File: src/rtl/inst_loader.sv
`default_nettype none
// ============================================================================
// Module      : inst_loader
// Description : Streams 32-bit instruction words into instruction memory at
//               consecutive word addresses, then primes the core PC with the
//               program base and releases the core via tbStart/initInstAddr.
//               Optional trailer checksum stage: INST_LOADER_CHECKSUM_EN.
// Revision    : 1.0 - initial release
// ============================================================================
module inst_loader #(
  parameter int DEPTH_WORDS = 64,
  parameter int CNT_W       = 16
) (
  input  logic             clk,
  input  logic             rst_n,
  input  logic             loadStart,
  input  logic [31:0]      baseAddr,
  input  logic [CNT_W-1:0] wordCount,
  input  logic [31:0]      inData,
  input  logic             inValid,
  output logic             inReady,
  output logic             memWrEn,
  output logic [31:0]      memWrAddr,
  output logic [31:0]      memWrData,
  output logic             tbStart,
  output logic [31:0]      initInstAddr,
  output logic             busy,
  output logic             error
);

  typedef enum logic [2:0] {
    S_IDLE  = 3'd0,
    S_LOAD  = 3'd1,
    S_CHK   = 3'd2,
    S_PRIME = 3'd3,
    S_RUN   = 3'd4,
    S_ERR   = 3'd5
  } state_t;

  localparam logic [CNT_W-1:0] c_depth = CNT_W'(DEPTH_WORDS);

`ifdef INST_LOADER_CHECKSUM_EN
  // The last program word is followed by a checksum trailer.
  localparam state_t c_loadDone = S_CHK;
`else
  localparam state_t c_loadDone = S_PRIME;
`endif

  state_t           r_state;
  logic [31:0]      r_base;
  logic [CNT_W-1:0] r_count;
  logic [CNT_W-1:0] r_idx;
  logic             r_inReady;
  logic             r_memWrEn;
  logic [31:0]      r_memWrAddr;
  logic [31:0]      r_memWrData;
  logic             r_tbStart;
  logic [31:0]      r_initInstAddr;
  logic             r_busy;
  logic             r_error;
`ifdef INST_LOADER_CHECKSUM_EN
  logic [31:0]      r_csum;
`endif

  state_t w_next;
  logic   w_start;
  logic   w_hs;
  logic   w_last;

  // Shared load-request decision used from IDLE, ERR and RUN.
  function automatic state_t decideStart(input logic [1:0] lsb, input logic [CNT_W-1:0] cnt);
    if (lsb != 2'b00 || cnt > c_depth) return S_ERR;
    else if (cnt == '0)                return S_PRIME;
    else                               return S_LOAD;
  endfunction

  assign w_hs   = r_inReady & inValid;
  assign w_last = (r_idx == r_count - 1'b1);

  // Next-state decode; every output is registered from this next state.
  always_comb begin
    w_next  = r_state;
    w_start = 1'b0;
    case (r_state)
      S_IDLE, S_ERR, S_RUN: begin
        if (loadStart) begin
          w_start = 1'b1;
          w_next  = decideStart(baseAddr[1:0], wordCount);
        end
      end
      S_LOAD: begin
        if (w_hs && w_last) w_next = c_loadDone;
      end
`ifdef INST_LOADER_CHECKSUM_EN
      S_CHK: begin
        if (w_hs) w_next = (inData == r_csum) ? S_PRIME : S_ERR;
      end
`endif
      S_PRIME: w_next = S_RUN;
      default: w_next = r_state;
    endcase
  end

  // State register, registered output decode and the write datapath.
  always_ff @(posedge clk or negedge rst_n) begin
    if (!rst_n) begin
      r_state        <= S_IDLE;
      r_base         <= '0;
      r_count        <= '0;
      r_idx          <= '0;
      r_inReady      <= 1'b0;
      r_memWrEn      <= 1'b0;
      r_memWrAddr    <= '0;
      r_memWrData    <= '0;
      r_tbStart      <= 1'b0;
      r_initInstAddr <= '0;
      r_busy         <= 1'b0;
      r_error        <= 1'b0;
`ifdef INST_LOADER_CHECKSUM_EN
      r_csum         <= '0;
`endif
    end else begin
      r_state   <= w_next;
      r_inReady <= (w_next == S_LOAD) || (w_next == S_CHK);
      r_busy    <= (w_next == S_LOAD) || (w_next == S_CHK) || (w_next == S_PRIME);
      r_tbStart <= (w_next == S_RUN);
      // ERR is only left through an accepted loadStart, so this is sticky.
      r_error   <= (w_next == S_ERR);
      r_memWrEn <= 1'b0;

      if (w_start) begin
        r_base  <= baseAddr;
        r_count <= wordCount;
        r_idx   <= '0;
`ifdef INST_LOADER_CHECKSUM_EN
        r_csum  <= '0;
`endif
      end

      if (r_state == S_LOAD && w_hs) begin
        r_memWrEn   <= 1'b1;
        r_memWrData <= inData;
        r_memWrAddr <= r_base + (32'(r_idx) << 2);
        r_idx       <= r_idx + 1'b1;
`ifdef INST_LOADER_CHECKSUM_EN
        r_csum      <= r_csum ^ inData;
`endif
      end

      // PC is presented during PRIME so the core captures it before release.
      if (w_next == S_PRIME) r_initInstAddr <= w_start ? baseAddr : r_base;
    end
  end

  assign inReady      = r_inReady;
  assign memWrEn      = r_memWrEn;
  assign memWrAddr    = r_memWrAddr;
  assign memWrData    = r_memWrData;
  assign tbStart      = r_tbStart;
  assign initInstAddr = r_initInstAddr;
  assign busy         = r_busy;
  assign error        = r_error;

endmodule
`default_nettype wire
File: config.mk
export PLATFORM = sky130hd
export DESIGN_NAME = inst_loader
export DESIGN_NICKNAME = d
export VERILOG_FILES = /design/src/rtl/inst_loader.sv
export SDC_FILE = /design/constraint.sdc
export NUM_CORES = 1
export LEC_CHECK = 0
export ABC_AREA = 1
export BUFFER_PORTS_ARGS = -buffer_cell sky130_fd_sc_hd__buf_2
export CAP_MARGIN = 30
export CORE_MARGIN = 2
export CORE_UTILIZATION = 45
export CTS_CLUSTER_SIZE = 16
export DETAILED_ROUTE_END_ITERATION = 7
export PLACE_DENSITY = 0.72
export SETUP_SLACK_MARGIN = 0.4
export SLEW_MARGIN = 20
export SYNTH_ARGS = -nofsm -noshare
export SYNTH_HDL_FRONTEND = slang
export SYNTH_SLANG_ARGS = --single-unit
File: constraint.sdc
create_clock -name clk -period 3.4 [get_ports clk]
set_clock_uncertainty 0.15 [all_clocks]
set_input_delay 0.34 -clock clk [delete_from_list [all_inputs] [get_ports clk]]
set_output_delay 0.34 -clock clk [all_outputs]
set_load 0.05 [all_outputs]
==> flow_metrics.env, run 1 <==
export IMPL_cpMaxStageDelayCell="dfrtp_1"
export IMPL_cts_buffers=17
export IMPL_drc=0
export IMPL_fin_crit_ns=2.73
export IMPL_reg2reg_from="r_idx[0]"
export IMPL_finalSetupViolations=0
export IMPL_grt_pass1_wl_um=38600
export IMPL_yosysUniqueCellTypes=37
export IMPL_utilization_pct=58.9
export IMPL_slew_headroom_pct=51.4
export IMPL_fin_tns_setup_ns=0
export IMPL_cpMostUsedCell="nand2_1"
export IMPL_clk_pin_slew_worst_paths_ns=0.07
export IMPL_num_antenna_cells=0
export IMPL_crit_required_ns=3.60
export IMPL_drt_vias_per_instance=5.10
export IMPL_critPathLaunchType="register"
export IMPL_max_stage_delay_ns=0.45
export IMPL_ys_ff_latch=168
export IMPL_first_global_vias=7821
export IMPL_nets=1465
export IMPL_syn2layout_area_growth_pct=28.5
export IMPL_fp_dieW_um=142
export IMPL_synthFlopType="dfrtp_1"
export IMPL_overflow=0
export IMPL_first_iter_violations=516
export IMPL_syn_area_um2=8550
export IMPL_syn_avg_cell_area_um2=7.63
export IMPL_power_leakage_nw=6.04
export IMPL_yosysTopAreaCell="dfrtp_1"
export IMPL_gp_congestion=0.900
export IMPL_crit_fanout=12
export IMPL_fin_crit_sh_pct=80.4
export IMPL_drv_slew=0
export IMPL_synth_top_area_share_pct=49.2
export IMPL_final_common_cell="nand2_1"
export IMPL_multi_input_area_um2=3880
export IMPL_io_buffers=184
export IMPL_postRouteAntennaNets=0
export IMPL_maxCapViolCount=0
export IMPL_cts_path_max_buffers=2
export IMPL_status="complete, no violations"
export IMPL_arrival_ns=2.93
export IMPL_dp_hpwl_um=16600
export IMPL_tightest_slew_ns=0.729
export IMPL_fin_cells=1609
export IMPL_drt_wl_total_um=23600
export IMPL_crit_buf_inv=1
export IMPL_critPathTopFamily="simple AND/OR/NAND/NOR gates"
export IMPL_grt_max_degree=94
export IMPL_synth_area_leaders="dfrtp_1 49%, nand2_1 20%, nand3_1 5.0%"
export IMPL_register_area_um2=4200
export IMPL_antenna_found_initial=0
export IMPL_cp_cell_sequence="ha_1 > inv_1 > fa_1 > nand3b_1 > nand2_1 > a21oi_1 > o21ai_1 > nand2_1 > nand2_4 > nand2_1 > nand2_1 > nand2_1 > o21ai_0"
export IMPL_vdd_drop_max_v=0.000309
export IMPL_dieHeight_um=142
export IMPL_cts_sinks=168
export IMPL_coreArea_um2=18600
export IMPL_io_pins=185
export IMPL_critPathKind="register to register"
export IMPL_hp_start="baseAddr[15]"
export IMPL_insertion_delay_ns=0.44
export IMPL_root_buffer="clkbuf_16"
export IMPL_yosysSeqAreaShare_pct=49.2
export IMPL_post_cts_setup_buffers=0
export IMPL_rsz0062_at_grt="false"
export IMPL_synthesis_nets=1223
export IMPL_grt_total_usage_pct=24.1
export IMPL_crit_path_end_kind="register"
export IMPL_drive_gt1_share_pct=17.7
export IMPL_design_die_area_um2=20100
export IMPL_hold_viol_final=0
export IMPL_drtPass1Iterations=5
export IMPL_synth_edf_count=0
export IMPL_hp_class="input port to register"
export IMPL_total_power_mw=4.59
export IMPL_place_inst=1512
export IMPL_ys_async_sr_fraction_pct=100
export IMPL_detail_route_wl_per_cell_um=14.7
export IMPL_crit_path_start="r_idx[0]"
export IMPL_cts_tree="yes"
export IMPL_ys_warnings_count=0
export IMPL_rows=50
export IMPL_clock_fmax_ghz=0.366
export IMPL_num_vias=8204
export IMPL_htreeDepth=4
export IMPL_power_density_nw_per_um2=418
export IMPL_netlist_instances=1120
export IMPL_nFillCells=1693
export IMPL_final_cell_mix="454 x nand2_1, 183 x buf_2, 168 x dfrtp_1"
export IMPL_start_util_pct=45.8
## final timing paths
kind	endpoint	slack, ns	cells past startpoint
max in group asynchronous	memWrAddr[24]	1.99	3
max	memWrAddr[28]	0.67	13
min reg2reg	memWrAddr[1]	0.32	2
max reg2reg	memWrAddr[28]	0.67	13
min in group asynchronous	memWrData[25]	0.18	2
min	r_base[15]	0.003	3
## tightest hold or removal path: cells and delay by family
kind	cells	cell delay, ns
and+or+nand+nor	2	0.14
buffers and inverters	1	0.07
## synthesized netlist by cell type (2+ instances only)
master,n
nand4_1,13
xnor2_1,8
buf_2,6
mux2i_1,2
o22ai_1,3
ha_1,18
nor3b_1,2
nand2_1,455
buf_1,4
nor3_1,10
nor2_1,77
o21bai_1,2
dfrtp_1,168
o21ai_0,69
nand2_2,2
a21oi_1,32
nor4_1,6
nor2_2,2
clkbuf_1,24
inv_1,80
buf_6,3
nand3b_1,2
nand3_1,85
xor2_1,19
a32oi_1,2
nor2_4,2
or2_2,2
inv_2,4
a31oi_1,10
## layer usage
layer | wire, um | global-route usage, % | share of wire, % | up-vias
met2 | 11300 | 40.4 | 48 | 214
met3 | 1170 | 4.29 | 5.0 | 37
met4 | 689 | 9.32 | 2.9 | 0
met1 | 10400 | 31.3 | 44 | 3873
li1 | - | - | - | 4080
met5 | 0 | 0 | 0 | -
## metrics by stage
step | worst slack, ns | area (um^2) | hold slack, ns
4_1_cts | 0.463 | 11000 | 0.0000794
5_1_grt | 0.415 | 11000 | 0.0115
2_1_floorplan | 0.869 | 8550 | -0.106
3_5_place_dp | 0.425 | 9710 | 0.0553
3_3_place_gp | 0.511 | 9710 | 0.0547
6_report | 0.668 | 11000 | 0.00287
## area by class of cell
class,count,share of cell area [%]
well taps,234,2.67
clock inverters,12,1.48
inverters,84,2.87
flip-flops and latches,168,38.3
repair buffers,260,15.2
multi-input cells,831,35.3
clock buffers,20,4.16
## registers in the layout (all words and copies together), names as in the netlist
name,cells
busy,1
error,1
inReady,1
initInstAddr,32
memWrAddr,32
memWrData,32
memWrEn,1
r_base,32
r_count,16
r_idx,16
r_state,3
tbStart,1
## power breakdown
part / switching (mW) / internal [mW]
clock: 0.838 / 1.21
combinational: 0.267 / 0.181
sequential: 0.0509 / 2.05
## logic make-up (layout without fill, tap and decap cells)
kind of cell	Yosys count	after routing	share of synthesized area, %
mux	2	2	0.234
fa+ha+maj	19	19	2.87
buf+inv	121	376	5.67
xor+xnor	27	27	2.77
flops	168	168	49.2
compound gates	122	122	7.58
simple gates	661	661	31.7
## what timing repair did
action | in CTS | in global routing
setup endpoints to repair | 1 | 6
endpoints found under the hold margin | 86 | 0
gates resized for setup | 1 | 2
hold buffers | 65 | 0
(Power assumes the default switching activity.)
==> run 2: changes to the inputs <==
Settings changed: ABC_AREA 1 to 0.
Clock period 3.4 ns to 2.57 ns, I/O delays scaled along.
==> flow_metrics.env, run 2 <==
export IMPL_status="complete, but fails checks"
export IMPL_violations="DRC, setup timing"
export IMPL_yosysTopAreaCell="dfrtp_1"
export IMPL_p_sw_share_pct=37.6
export IMPL_grt_total_usage_pct=24.9
export IMPL_first_iter_violations=406
export IMPL_final_cell_mix="289 x nand2_1, 183 x buf_2, 167 x dfrtp_1"
export IMPL_vdd_drop_max_v=0.000569
export IMPL_antenna_found_initial=0
export IMPL_syn2layout_area_growth_pct=48.3
export IMPL_power_density_nw_per_um2=722
export IMPL_postRouteAntennaNets=0
export IMPL_coreArea_um2=18100
export IMPL_synthesis_nets=991
export IMPL_critPathLaunchType="register"
export IMPL_synthTopCellsByCount="293 x nand2_1, 168 x dfrtp_1, 47 x o21ai_0"
export IMPL_power_frac_seq_pct=37.4
export IMPL_overflow=0
export IMPL_critPathKind="register to register"
export IMPL_total_power_mw=8.93
export IMPL_gp_congestion=0.846
export IMPL_syn_area_um2=8340
export IMPL_drv_slew=0
export IMPL_timing_rr_end="initInstAddr[17]"
export IMPL_cts_tree="yes"
export IMPL_rows=49
export IMPL_power_leakage_nw=6.48
export IMPL_synthFlopType="dfrtp_1"
export IMPL_synth_edf_count=0
export IMPL_utilization_pct=68.4
export IMPL_whs_endpoint="tbStart"
export IMPL_p_int_mw=5.57
export IMPL_maxCapViolCount=0
export IMPL_drc=4
export IMPL_fp_dieW_um=140
export IMPL_hold_depth=4
export IMPL_place_area_um2=10200
export IMPL_arrival_ns=3.32
export IMPL_rsz0062_at_grt="true"
export IMPL_nets=1348
export IMPL_ys_async_sr_fraction_pct=100
export IMPL_fin_ws_ns=-0.582
export IMPL_num_antenna_cells=0
export IMPL_io_buffers=184
export IMPL_ys_ff_latch=168
export IMPL_netlist_instances=888
export IMPL_fin_crit_ns=3.15
export IMPL_ff2ff_setup_slack_ns=-0.58
export IMPL_reg2regPathDepth=8
export IMPL_hp_start="loadStart"
export IMPL_yosys_cell_count_top_type="nand2_1"
export IMPL_syn_avg_cell_area_um2=9.39
export IMPL_grt_pass1_wl_um=39200
export IMPL_nFillCells=1301
export IMPL_hold_ws_ns=0.0141
export IMPL_drt_wl_total_um=24400
export IMPL_design_die_area_um2=19600
export IMPL_insertion_delay_ns=0.44
export IMPL_htreeDepth=4
export IMPL_root_buffer="clkbuf_16"
export IMPL_cts_path_max_buffers=2
export IMPL_drtPass1Iterations=8
export IMPL_p_sw_mw=3.36
export IMPL_crit_required_ns=2.74
export IMPL_yosysSeqAreaShare_pct=50.4
export IMPL_first_global_vias=7905
export IMPL_final_common_cell="nand2_1"
export IMPL_dieHeight_um=140
export IMPL_drt_vias_per_instance=5.23
export IMPL_hp_class="input port to register"
export IMPL_fin_crit_sh_pct=123
export IMPL_stdcell_area_um2=12400
export IMPL_crit_path_end_kind="register"
export IMPL_cts_sinks=168
export IMPL_finalSetupViolations=49
export IMPL_drive_gt1_share_pct=34.0
export IMPL_grt_max_degree=101
export IMPL_detail_route_wl_per_cell_um=16.4
export IMPL_io_pins=185
export IMPL_slew_headroom_pct=63.4
export IMPL_yosysUniqueCellTypes=61
export IMPL_clock_power_share_pct=31.7
export IMPL_power_frac_comb_pct=30.9
export IMPL_crit_fanout=25
export IMPL_synth_area_leaders="dfrtp_1 50%, nand2_1 13%, mux2_4 4.9%"
export IMPL_cts_buffers=17
export IMPL_tightest_slew_ns=0.549
export IMPL_ys_warnings_count=0
export IMPL_synth_top_area_share_pct=50.4
export IMPL_start_util_pct=46.1
export IMPL_dp_hpwl_um=16000
export IMPL_num_vias=7774
export IMPL_reg2reg_from="r_count[0]"
export IMPL_clock_fmax_ghz=0.317
export IMPL_hold_viol_final=0
export IMPL_clk_pin_slew_worst_paths_ns=0.07
==> run 2: power by group through the flow <==
stage / clock network, mW / registers, mW / logic [mW]
final: 2.83 / 3.34 / 2.76
after global routing: 2.98 / 3.39 / 2.95
after CTS: 2.88 / 3.34 / 2.73
after detailed placement: 0 / 3.36 / 2.57
after global placement: 0 / 3.35 / 2.53
after floorplan: 0 / 4.41 / 0.682
==> run 2: worst max-delay path by stage <==
stage	from	cells past startpoint	slack (ns)	end
6_report	r_count[0]	8	-0.58	initInstAddr[17]
2_1_floorplan	r_count[0]	9	-0.52	initInstAddr[10]
3_5_place_dp	r_count[0]	10	-0.70	initInstAddr[0]
4_1_cts	r_count[0]	8	-0.53	initInstAddr[17]
5_1_grt	r_count[0]	8	-0.63	initInstAddr[2]
3_3_place_gp	r_count[0]	10	-0.56	initInstAddr[12]
==> run 2: metrics by stage <==
stage | worst slack [ns] | instances | TNS, ns
after floorplan | -0.525 | 888 | -17.15
after global placement | -0.559 | 1346 | -18.89
after detailed placement | -0.698 | 1346 | -23.44
after CTS | -0.535 | 1468 | -17.98
after global routing | -0.625 | 1487 | -23.11
final | -0.582 | 1487 | -19.64
==> run 2: cell type report <==
| class | instances | area [um^2] | area share (%) |
|---|---|---|---|
| Multi-Input combinational cell | 662 | 4360 | 35.3 |
| Sequential cell | 168 | 4210 | 34.0 |
| Timing Repair Buffer | 382 | 2800 | 22.6 |
| Clock buffer | 19 | 443 | 3.58 |
| Tap cell | 229 | 287 | 2.32 |
| Clock inverter | 13 | 210 | 1.70 |
| Inverter | 14 | 60.1 | 0.486 |
==> run 2: critical path: stages (launching register included) <==
cell       delay [ns]
dfrtp_1          0.39
or4_4            0.54
or3_4            0.35
a2111oi_4        0.30
nand4_1          0.18
a2111oi_4        0.43
a21oi_4          0.12
buf_12           0.21
mux2_4           0.32
==> run 2: logic make-up (layout without fill, tap and decap cells) <==
group / count (synthesis) / in the layout / share of synthesized area [%]
adder cells (fa/ha/maj): 19 / 19 / 2.94
multiplexers: 48 / 48 / 7.49
AND/OR/NAND/NOR: 437 / 437 / 23.0
flip-flops: 168 / 168 / 50.4
XOR/XNOR: 32 / 32 / 3.36
buffers and inverters: 58 / 428 / 2.88
AO/OA/AOI/OAI: 126 / 126 / 9.86
==> run 2: repair_timing <==
item                                    4_1_cts  5_1_grt
endpoints found under the setup margin      103       86
gates resized for setup                      51       53
hold buffers                                 80        0
endpoints found under the hold margin       147        0
buffers inserted                              9       17
gates cloned                                  1        2
pin swaps                                    29       23
==> run 2: metal layers <==
metal	vias up	part of all wire (%)	track usage (%)
met4	0	2.3	8.40
met1	3782	41	29.7
met5	-	0	0
met3	42	4.9	5.47
li1	3748	-	-
met2	202	52	44.7
==> run 3: changes to the inputs <==
Settings changed: CORE_MARGIN 2 to 3, GPL_ROUTABILITY_DRIVEN set to 0.
==> flow_metrics.env, run 3 (synthesis results as in run 2) <==
export IMPL_status="complete, but fails checks"
export IMPL_violations="setup timing"
export IMPL_vdd_drop_max_v=0.000604
export IMPL_grt_pass1_wl_um=40000
export IMPL_fin_crit_sh_pct=122
export IMPL_final_cell_mix="290 x nand2_1, 183 x buf_2, 165 x dfrtp_1"
export IMPL_antenna_found_initial=0
export IMPL_critPathKind="register to register"
export IMPL_total_power_mw=8.62
export IMPL_cts_buffers=17
export IMPL_root_buffer="clkbuf_16"
export IMPL_arrival_ns=3.29
export IMPL_register_area_um2=4210
export IMPL_nFillCells=1273
export IMPL_overflow=0
export IMPL_hold_ws_ns=0.0316
export IMPL_fin_crit_ns=3.13
export IMPL_drc=0
export IMPL_first_global_vias=8162
export IMPL_p_sw_mw=3.30
export IMPL_clock_power_share_pct=28.9
export IMPL_postRouteAntennaNets=0
export IMPL_final_common_cell="nand2_1"
export IMPL_drt_wl_total_um=25400
export IMPL_routed_wl_met3_um=1340
export IMPL_detail_route_wl_per_cell_um=17.0
export IMPL_coreArea_um2=18100
export IMPL_design_die_area_um2=20200
export IMPL_dp_hpwl_um=16100
export IMPL_num_antenna_cells=0
export IMPL_grt_max_degree=54
export IMPL_insertion_delay_ns=0.42
export IMPL_dieHeight_um=142
export IMPL_drtPass1Iterations=4
export IMPL_top_layer_used="met4"
export IMPL_drv_slew=0
export IMPL_start_util_pct=46.1
export IMPL_rsz0062_at_grt="true"
export IMPL_drt_vias_per_instance=5.32
export IMPL_io_pins=185
export IMPL_hold_viol_final=0
export IMPL_fin_ws_ns=-0.557
export IMPL_p_sw_share_pct=38.2
export IMPL_p_int_mw=5.33
export IMPL_utilization_pct=68.3
export IMPL_crit_fanout=21
export IMPL_cts_sinks=168
export IMPL_place_inst=1351
export IMPL_crit_path_end_kind="register"
export IMPL_power_density_nw_per_um2=698
export IMPL_met2_length_um=13200
export IMPL_hp_class="input port to register"
export IMPL_m1WireLength_um=10000
export IMPL_io_buffers=184
export IMPL_pre_cts_ws_ns=-0.642
export IMPL_htreeDepth=4
export IMPL_fp_dieW_um=142
export IMPL_clk_pin_slew_worst_paths_ns=0.06
export IMPL_critPathLaunchType="register"
export IMPL_grt_total_usage_pct=24.6
export IMPL_power_frac_comb_pct=32.3
export IMPL_clock_fmax_ghz=0.320
export IMPL_fin_cells=1492
export IMPL_power_frac_seq_pct=38.8
export IMPL_crit_required_ns=2.73
export IMPL_syn2layout_area_growth_pct=48.1
export IMPL_finalSetupViolations=49
export IMPL_rows=49
export IMPL_first_iter_violations=417
export IMPL_tightest_slew_ns=0.478
export IMPL_num_vias=7943
export IMPL_maxCapViolCount=0
export IMPL_power_leakage_nw=6.45
export IMPL_multi_input_area_um2=4330
export IMPL_slew_headroom_pct=68.1
export IMPL_nets=1354
export IMPL_cts_tree="yes"
export IMPL_drive_gt1_share_pct=34.4
export IMPL_cts_path_max_buffers=2
run 3: timing repair:
action | CTS | global route
setup buffers | 13 | 13
resized for setup | 54 | 44
endpoints found under the hold margin | 125 | 0
pin swaps | 23 | 25
gates cloned | 3 | 1
hold buffers | 80 | 0
endpoints found under the setup margin | 81 | 97
run 3: metrics by stage:
stage	area, um^2	TNS (ns)
finish	12300	-19.22
global route	12300	-24.48
CTS	12000	-19.85
detailed placement	10300	-21.87
global placement	10300	-18.61
floorplan	8490	-17.15
run 3: cell type report:
type	instances	area share, %
Inverter	14	0.466
Multi-Input combinational cell	662	35.1
Clock buffer	20	3.54
Timing Repair Buffer	388	23.5
Tap cell	229	2.32
Sequential cell	168	34.1
Clock inverter	11	1.00
run 3: power by group through the flow:
stage	Clock [mW]	Sequential (mW)	Combinational [mW]
after floorplan	0	4.41	0.682
after global placement	0	3.36	2.53
after detailed placement	0	3.36	2.58
after CTS	2.54	3.33	2.72
after global routing	2.65	3.40	2.97
final	2.49	3.35	2.79
run 3: per-layer routing:
metal / vias to the layer above / track usage, %
met5: - / 0
met4: 0 / 9.49
met3: 58 / 5.95
met2: 264 / 44.1
met1: 3858 / 28.4
li1: 3763 / -
run 3: critical path, cell delays in order, from the launching register on:
cell	delay (ns)
dfrtp_1	0.41
or4_4	0.55
or3_4	0.35
a2111oi_4	0.29
nand4_1	0.18
a2111oi_4	0.42
a21oi_4	0.13
buf_12	0.20
mux2_4	0.31
run 3: final timing paths:
check / cells after the start / from / end / slack [ns]
min reg2reg: 2 / memWrData[14] / memWrData[14] / 0.32
max in group asynchronous: 3 / rst_n / memWrData[30] / 1.36
max reg2reg: 8 / r_count[0] / initInstAddr[7] / -0.56
min in group asynchronous: 2 / rst_n / initInstAddr[29] / 0.20
max: 8 / r_count[0] / initInstAddr[7] / -0.56
min: 4 / loadStart / tbStart / 0.03
